File: src/rtl/myc64_prg_loader.sv
// Streams a .PRG image (little-endian load address, then payload) into C64 RAM through
// the myc64 external write port, optionally patching the BASIC end-of-program pointers.
module myc64_prg_loader #(
  parameter int          PATCH_BASIC_PTRS = 1,
  parameter logic [15:0] PTR_BASE         = 16'h002D,
  parameter int          PTR_COUNT        = 3
) (
  input  logic        clk,
  input  logic        rst_n,
  input  logic [7:0]  i_data,
  input  logic        i_valid,
  input  logic        i_last,
  output logic        o_ready,
  output logic        o_ext_we,
  output logic [15:0] o_ext_addr,
  output logic [7:0]  o_ext_data,
  input  logic        i_ext_ready,
  output logic        o_busy,
  output logic        o_done,
  output logic        o_error,
  output logic [15:0] o_end_addr
);

  typedef enum logic [2:0] {
    S_ADDR_LO = 3'd0,
    S_ADDR_HI = 3'd1,
    S_DATA    = 3'd2,
    S_WRITE   = 3'd3,
    S_PTR     = 3'd4,
    S_DONE    = 3'd5,
    S_ERR     = 3'd6
  } state_t;

  localparam logic [7:0] PTR_LAST_IDX = 8'(2 * PTR_COUNT - 1);

  state_t      state_q;
  logic [15:0] addr_q;
  logic [15:0] addr_inc_d;
  logic        last_q;
  logic [7:0]  idx_q;
  logic        ext_we_q;
  logic [15:0] ext_addr_q;
  logic [7:0]  ext_data_q;
  logic        busy_q;
  logic        done_q;
  logic        error_q;
  logic [15:0] end_addr_q;
  logic        xfer_s;

  assign o_ready    = (state_q == S_ADDR_LO) || (state_q == S_ADDR_HI) || (state_q == S_DATA);
  assign xfer_s     = i_valid & o_ready;
  assign addr_inc_d = addr_q + 16'd1;

  assign o_ext_we   = ext_we_q;
  assign o_ext_addr = ext_addr_q;
  assign o_ext_data = ext_data_q;
  assign o_busy     = busy_q;
  assign o_done     = done_q;
  assign o_error    = error_q;
  assign o_end_addr = end_addr_q;

  always_ff @(posedge clk or negedge rst_n) begin
    if (!rst_n) begin
      state_q    <= S_ADDR_LO;
      addr_q     <= 16'h0000;
      last_q     <= 1'b0;
      idx_q      <= 8'h00;
      ext_we_q   <= 1'b0;
      ext_addr_q <= 16'h0000;
      ext_data_q <= 8'h00;
      busy_q     <= 1'b0;
      done_q     <= 1'b0;
      error_q    <= 1'b0;
      end_addr_q <= 16'h0000;
    end else begin
      done_q  <= 1'b0;
      error_q <= 1'b0;
      case (state_q)
        S_ADDR_LO: begin
          if (xfer_s) begin
            addr_q[7:0] <= i_data;
            busy_q      <= 1'b1;
            state_q     <= i_last ? S_ERR : S_ADDR_HI;
          end
        end
        S_ADDR_HI: begin
          if (xfer_s) begin
            addr_q[15:8] <= i_data;
            state_q      <= i_last ? S_ERR : S_DATA;
          end
        end
        S_DATA: begin
          if (xfer_s) begin
            ext_addr_q <= addr_q;
            ext_data_q <= i_data;
            ext_we_q   <= 1'b1;
            last_q     <= i_last;
            state_q    <= S_WRITE;
          end
        end
        S_WRITE: begin
          // address, data and strobe stay frozen until the RAM port acknowledges
          if (i_ext_ready) begin
            ext_we_q <= 1'b0;
            addr_q   <= addr_inc_d;
            if (last_q) begin
              end_addr_q <= addr_inc_d;
              idx_q      <= 8'h00;
              state_q    <= (PATCH_BASIC_PTRS != 0) ? S_PTR : S_DONE;
            end else begin
              state_q <= S_DATA;
            end
          end
        end
        S_PTR: begin
          // a write is raised only from the idle strobe, leaving a gap cycle between writes
          if (!ext_we_q) begin
            ext_we_q   <= 1'b1;
            ext_addr_q <= PTR_BASE + {8'h00, idx_q};
            ext_data_q <= idx_q[0] ? end_addr_q[15:8] : end_addr_q[7:0];
          end else if (i_ext_ready) begin
            ext_we_q <= 1'b0;
            idx_q    <= idx_q + 8'd1;
            if (idx_q == PTR_LAST_IDX) begin
              state_q <= S_DONE;
            end
          end
        end
        S_DONE: begin
          done_q  <= 1'b1;
          busy_q  <= 1'b0;
          state_q <= S_ADDR_LO;
        end
        S_ERR: begin
          error_q <= 1'b1;
          busy_q  <= 1'b0;
          state_q <= S_ADDR_LO;
        end
        default: begin
          ext_we_q <= 1'b0;
          busy_q   <= 1'b0;
          state_q  <= S_ADDR_LO;
        end
      endcase
    end
  end

endmodule
File: config.mk
export PLATFORM = sky130hd
export DESIGN_NAME = myc64_prg_loader
export DESIGN_NICKNAME = d
export VERILOG_FILES = /design/src/rtl/myc64_prg_loader.sv
export SDC_FILE = /design/constraint.sdc
export NUM_CORES = 1
export LEC_CHECK = 0
export BUFFER_PORTS_ARGS = -buffer_cell sky130_fd_sc_hd__buf_2
export CORE_MARGIN = 4
export CORE_UTILIZATION = 48
export CTS_CLUSTER_DIAMETER = 40
export DETAILED_ROUTE_END_ITERATION = 10
export GPL_TIMING_DRIVEN = 0
export PLACE_DENSITY_LB_ADDON = 0.2
export SLEW_MARGIN = 20
export SYNTH_ARGS = -nofsm -noshare
export SYNTH_HDL_FRONTEND = slang
export SYNTH_SLANG_ARGS = --single-unit
export TNS_END_PERCENT = 20
File: constraint.sdc
create_clock -name clk -period 1.7 [get_ports clk]
set_input_delay 0.425 -clock clk [delete_from_list [all_inputs] [get_ports clk]]
set_output_delay 0.425 -clock clk [all_outputs]
set_load 0.1 [all_outputs]
## Word level (Yosys, flattened, before mapping)

Cells that the tools add are included.

- Add/sub/neg operators: 3
- Multiplexer cells: 34
- Equal/unequal tests: 16
- Bitwise operators: 3
- Reductions and logical operators: 18

Operators with widths:

| operator | count |
|---|---|
| $pmux W8 S2 | 4 |
| $mux W8 | 7 |
| $mux W16 | 3 |
| $pmux W16 S2 | 1 |
| $mux W3 | 10 |
| $ne A2 B2 Y1 const B | 9 |
| $add A16 B1 Y16 const B | 1 |
| $pmux W3 S5 | 1 |
| $reduce_and A3 Y1 | 5 |
| $add A6 B8 Y9 const A | 1 |
| $eq A3 B3 Y1 const B | 3 |
| $add A8 B1 Y8 const B | 1 |
| $eq A8 B3 Y1 const B | 1 |
| $reduce_bool A2 Y1 | 4 |
| $reduce_or A4 Y1 | 2 |
| $reduce_and A7 Y1 | 1 |
| $eq A3 B2 Y1 const B | 2 |
| $mux W1 | 6 |
| $reduce_and A5 Y1 | 1 |
| $pmux W1 S4 | 1 |
| $reduce_and A2 Y1 | 2 |
| $eq A3 B1 Y1 const B | 1 |
| $logic_not A3 Y1 | 1 |
| $logic_or A1 B1 Y1 | 2 |
| 3 further kinds | 4 |

- Word-level logic and storage cells: 86
- Output and inout bits: 45
- Bits of input ports: 13
- Register bits: 72

## Longest topological paths before layout

Gate-level depths: netlist of run 1.

- Word-level depth: 6
- Depth in mapped cells: 8
- Gate-level depth less buffers: 7

## Worst setup path after synthesis of run 1

Ideal clock, no wire load.

- Path kind: flip-flop to output port
- Start point: register state_q[2]
- End point: output port o_ready
- Path slack: -0.908 ns
- Arrival: 2.183 ns
- Stages on the path, launching flop included: 4
- Cells stage by stage: dfrtp_1 buf_2 clkbuf_1 a21oi_1

- Cells in the longest elaborated chain, start to end: 3
- Elaborated cells on any way between the ends: 5
- Those cells by class: eq/ne: 2; reduce/logical: 3

Ends and longest elaborated chain:

| what | line | text |
|---|---|---|
| start: declaration | 36 | `state_t state_q;` |
| start signal: assignment | 83 | `state_q <= i_last ? S_ERR : S_ADDR_HI;` |
| start signal: assignment | 89 | `state_q <= i_last ? S_ERR : S_DATA;` |
| start signal: assignment | 109 | `state_q <= (PATCH_BASIC_PTRS != 0) ? S_PTR : S_DONE;` |
| $eq A3 B1 Y1 / $logic_not A3 Y1 (equally long branches) | 50 | `assign o_ready = (state_q == S_ADDR_LO) \|\| (state_q == S_ADDR_HI) \|\| (state_q == S_DATA);` |
| $logic_or A1 B1 Y1 | 50 |  |
| $logic_or A1 B1 Y1 * | 50 |  |
| end: declaration | 13 | `output logic o_ready,` |

Every way passes the cells marked *; elsewhere a longest branch is shown, timed or not.

## Final worst setup path of run 1

Same ends and word-level chain as after synthesis.

==> reports/results.ini, run 1 <==
[worst_setup_path]
critPathArrivalTime_ns = 1.37
criticalPathCategory = reg -> out
start_kind = flop
path_max_fanout = 5
worst_r2r_endpoint = idx_q[5]
worstPathRequired_ns = 1.27
critical_path.endpoint_type = output port
r2r_start = state_q[1]
rrSetupSlack_ns = -0.01
ff2ff_path_depth = 5

[sta]
finClkSkew_ns = 0.00980
rsz0062_at_grt = yes
fin_hold_ws_ns = 0.317
min_period_ns = 1.80
fmax_mhz = 556
setup_slack_ns = -0.0998
slew_headroom_pct = 64.7
setup_viol = 2
slew_violations = 0
report.final.hold_viol_count = 0
fin_tns_setup_ns = -0.105
worst_pin_slew_ns = 0.525
fin_crit_sh_pct = 106

[floorplanning]
initial_core_util_pct = 49.5
row_count = 32
die_x_um = 97.2
core-area_sq_mm = 0.00773
die_y_um = 97.2
io_pins = 58
die-area_sq_mm = 0.00945

[yosys]
synth_top_area_share_pct = 47.1
yosysMostFrequentCell = dfrtp_1
async_reset_ff_share_pct = 100
syn_avg_cell_area_sq_um = 9.02
synth_top_cell_by_area = dfrtp_1
syn_nets = 440
yosysUniqueCellTypes = 54
synth_seq_area_share_pct = 47.1
ys_ff_latch = 72
synth-edff-count = 0
synthesis.area_sq_mm = 0.00382
synth_ff_type = dfrtp_1
ys_top_cells_by_area = dfrtp_1 47%, o21ai_0 6.9%, nand2_1 6.6%
synth_commonest_cells = 72 x dfrtp_1, 67 x nand2_1, 53 x o21ai_0, 30 x nor2_1, 24 x a21oi_1
yosysWarnings = 0
synthCells = 424

[place]
hpwl_mm = 7.27
io_buffers = 56
place_congestion = 0.889
place_area_sq_mm = 0.00428

[hold_path]
hp-class = in -> reg
holdPathEnd = last_q
min_path_cells = 2
worstHoldStart = i_last

[status]
violations = negative setup slack
status = finished, violations left

[final_layout]
nets = 523
antennaDiodeCount = 0
n_fill_cell = 636
design_area_sq_mm = 0.00490
final_layout_size_suffix_gt1_share_pct = 30.7
areaGrowthSynthToFinish_pct = 28.2

[route]
first_pass_iters = 5
ant_nets = 0
routedWlPerCell_um = 17.2
remaining_drc_errors = 0
num_vias = 3554
drt_iter0_drc = 219
via_per_inst = 5.79
wirelength_mm = 10.6

[clock_network]
htree_levels = 3
cts_root_buf = clkbuf_8
numCtsBuffers = 9
clk_latency_ns = 0.36
cts_tree = done
cts.sinks = 72
clkTransAtPathRegs_ns = 0.08
clock_path_buffers = 2

[grt]
grt.busiest_layer = met2
grt_use_total_pct = 22.1
grt_max_degree = 47
met3_usage_pct = 4.67
overflow = 0
grt_pass1_wl_mm = 17.0
grt_util_met2_pct = 33.4
antenna_found_initial = 0
met1_usage_pct = 31.9
grt_pass1_vias = 3291

[job]
drv_cap = 0

==> cell type report <==
type	count	area, sq um	share of cell area [%]
tap	102	128	2.61
clock inverter	5	103	2.09
multi-input combinational	309	1950	39.8
inverter	8	30.0	0.613
buffer	32	259	5.29
clock buffer	11	151	3.09
sequential	72	1820	37.1
timing repair buffer	75	464	9.48
==> registers in the layout, indices dropped and copies added (netlist names) <==
name	count
o_end_addr	16
state_q	3
o_ext_data	8
addr_q	16
o_ext_we	1
last_q	1
idx_q	8
o_busy	1
o_error	1
o_ext_addr	16
o_done	1
==> placed cells by master (no fill, tap or decap), types with 3 or more instances in the layout <==
cell       count
clkbuf_2       4
a22oi_1        5
inv_1          6
buf_4         19
nor2_2         3
nand3_1       11
o31ai_1        3
clkbuf_8      11
nor2_1        26
nand4_1        3
a22o_1         7
clkbuf_4       3
o22a_1        10
o21ai_0       46
xnor2_1       14
dfrtp_2        8
xor2_1         6
bufinv_16      3
a31oi_1        6
buf_2         61
dfrtp_1       63
mux2i_1       11
a21o_1         3
buf_6         12
nor3_1         3
a21oi_1       23
a31o_2         3
o21ai_1        8
clkbuf_1       4
nand2_1       67
and3_1         6
==> kinds of logic after synthesis <==
group / count (synthesis) / share of synthesized area, %
and+or+nand+nor: 144 / 17.9
adders and majority gates: 3 / 0.982
DFF: 72 / 47.1
xor gates and xnor gates: 20 / 4.58
AOI/OAI and AO/OA: 129 / 21.0
muxes: 13 / 3.47
buffers and inverters: 43 / 4.88
==> per-stage QoR <==
step           instances  utilization, %  setup slack, ns
3_5_place_dp         583            55.3           -0.235
3_3_place_gp         582            55.0           -0.471
5_1_grt              614            63.4           -0.124
2_1_floorplan        424               -           0.0204
6_report             614            63.4          -0.0998
4_1_cts              604            60.9          -0.0869
==> critical path, cell delays in order (launching register included) <==
cell	delay (ns)
dfrtp_1	0.42
buf_6	0.15
clkbuf_16	0.14
a21oi_4	0.12
buf_12	0.18
==> worst max path at each step <==
stage / cells past startpoint / start / slack [ns] / endpoint
6_report: 4 / state_q[2] / -0.1 / o_ready
5_1_grt: 4 / state_q[0] / -0.12 / o_ready
4_1_cts: 4 / state_q[2] / -0.09 / o_ready
3_5_place_dp: 6 / addr_q[0] / -0.24 / addr_q[12]
3_3_place_gp: 1 / rst_n / -0.47 / o_ext_we
2_1_floorplan: 6 / addr_q[0] / 0.02 / addr_q[12]
==> repair_timing <==
item / 4_1_cts / 5_1_grt
pin swaps: 1 / 8
endpoints found under the hold margin: 26 / 0
hold buffers: 1 / 0
setup endpoints to repair: 45 / 57
gates cloned: 1 / 0
gates resized for setup: 37 / 58
setup buffers: 4 / 12
==> metal layers <==
metal | share of wire (%) | wire length, um | up-vias
met3 | 6.0 | 630 | 24
met4 | 2.2 | 227 | 0
met1 | 46 | 4850 | 1731
met5 | 0 | 0 | -
li1 | - | - | 1662
met2 | 46 | 4840 | 137
Power of run 1 is left out: the tool's default activity adds up to more than one toggle a clock period on the data nets, which glitch-free logic cannot reach.
==> run 2: changes to the inputs <==
- PLACE_DENSITY: default -> 0.76
- PLACE_DENSITY_LB_ADDON: 0.2 -> default
==> reports/results.ini, run 2 (synthesized netlist as in run 1, its figures left out) <==
[hold_path]
hp-class = in -> reg
worstHoldStart = i_last

[grt]
grt.busiest_layer = met2
grt_use_total_pct = 22.6  ; +0.47 points
grt_pass1_wl_mm = 17.2  ; +1.6%
met3_usage_pct = 5.03  ; +0.36 points
met1_usage_pct = 29.6  ; -2.2 points
overflow = 0  ; unchanged
antenna_found_initial = 0  ; unchanged
grt_util_met2_pct = 37.3  ; +3.9 points
grt_pass1_vias = 3461  ; +5.2%
grt_max_degree = 50  ; +6.4%

[worst_setup_path]
worstPathRequired_ns = 1.27  ; about the same
path_buf_inv = 3  ; unchanged
critPathArrivalTime_ns = 1.36  ; about the same
crit_family = buffers and inverters
path_cells = buf_6, buf_6, a21oi_4, buf_12
cpMaxStageDelayCell = dfrtp_1
r2r_start = addr_q[2]
start_kind = flop
path_max_fanout = 10  ; +5
critical_path.endpoint_type = output port
crit_top_cell = buf_6
crit_start = state_q[0]
criticalPathCategory = reg -> out
max_stage_delay_ns = 0.39  ; -0.03 ns

[route]
first_pass_iters = 4  ; -1
drt_iter0_drc = 230  ; +5.0%
num_vias = 3508  ; -1.3%
remaining_drc_errors = 0  ; unchanged
routedWlPerCell_um = 17.4  ; +1.5%
ant_nets = 0  ; unchanged
via_per_inst = 5.75  ; -0.65%
wirelength_mm = 10.6  ; +0.85%

[sta]
slew_headroom_pct = 67.3  ; +2.6 points
fin_hold_ws_ns = 0.358  ; +0.0415 ns
slew_violations = 0  ; unchanged
fin_crit_sh_pct = 105  ; -0.81 points
fmax_mhz = 560  ; +0.77%
worst_pin_slew_ns = 0.494  ; -0.0303 ns
finClkSkew_ns = 0.00895  ; -0.000850 ns
setup_slack_ns = -0.0861  ; +0.0137 ns
report.final.hold_viol_count = 0  ; unchanged
min_period_ns = 1.79  ; -0.0137 ns
rsz0062_at_grt = yes
setup_viol = 9  ; +7

[place]
place_ws_ns = -0.218  ; +0.0169 ns
place_congestion = 0.858  ; -3.4%
hpwl_mm = 7.29  ; +0.24%
io_buffers = 56  ; unchanged

[final_layout]
areaGrowthSynthToFinish_pct = 27.1
antennaDiodeCount = 0  ; unchanged
n_fill_cell = 629  ; -1.1%
nets = 519  ; -0.76%
layout_common_cells = 65 x nand2_1, 65 x dfrtp_1, 61 x buf_2, 48 x o21ai_0, 27 x nor2_1
multiInputGateArea_sq_mm = 0.00198  ; +1.6%
seqCellArea_sq_mm = 0.00181  ; -0.14%
final_layout_size_suffix_gt1_share_pct = 30.5  ; -0.15 points

[status]
violations = negative setup slack
status = finished, violations left

[floorplanning]
die_x_um = 97.2  ; unchanged
io_pins = 58  ; unchanged
row_count = 32  ; unchanged
initial_core_util_pct = 49.5  ; unchanged
die-area_sq_mm = 0.00945  ; unchanged
die_y_um = 97.2  ; unchanged
core-area_sq_mm = 0.00773  ; unchanged

[clock_network]
cts.sinks = 72  ; unchanged
numCtsBuffers = 9  ; unchanged
cts_tree = done
htree_levels = 3  ; unchanged
clock_path_buffers = 2  ; unchanged
clk_latency_ns = 0.35  ; about the same
cts_root_buf = clkbuf_8
clkTransAtPathRegs_ns = 0.08  ; about the same

[job]
drv_cap = 0  ; unchanged

==> run 2: cell count changes in the layout (fill, tap and decap cells not counted), sizes merged <==
| cell | previous run | this run |
|---|---|---|
| buf | 94 | 90 |
| bufinv | 3 | 2 |
| clkinvlp | 1 | 2 |
==> run 2: per-stage QoR <==
step / cells / util, % / setup TNS, ns / instance area (sq um)
final: 610 / 62.9 / -0.447 / 4860
after global routing: 610 / 62.9 / -2.25 / 4860
after CTS: 608 / 61.4 / -0.642 / 4750
after detailed placement: 583 / 55.3 / -5.81 / 4280
after global placement: 582 / 55.0 / -18.57 / 4250
after floorplan: 424 / - / 0 / 3840
==> run 2: timing repair <==
action,in CTS,in global routing
pin swaps,7,7
buffers inserted,11,4
setup endpoints to repair,45,65
hold buffers,1,0
resized for setup,51,35
hold endpoints to repair,23,0
==> run 2: path summary, 6_finish.rpt <==
kind,end,cells past startpoint,slack (ns)
worst max-delay path,o_ready,4,-0.09
worst min-delay path,last_q,2,0.36
worst max register to register,addr_q[15],6,-0.08
worst min register to register,o_ext_data[2],2,0.48
max in group asynchronous,addr_q[0],3,0.58
min in group asynchronous,o_error,2,0.53
==> run 2: final cells by class <==
type,instances,area share (%)
multi-input combinational,309,40.7
sequential,72,37.3
buffer,30,4.71
inverter,8,0.618
clock inverter,5,1.65
tap,102,2.63
clock buffer,11,2.91
timing repair buffer,73,9.45
==> run 2: per-layer routing <==
layer | wire (um) | vias up
li1 | - | 1658
met1 | 4720 | 1714
met2 | 5130 | 115
met3 | 552 | 21
met4 | 233 | 0
met5 | 0 | -
Power of run 2 is left out for the same reason.
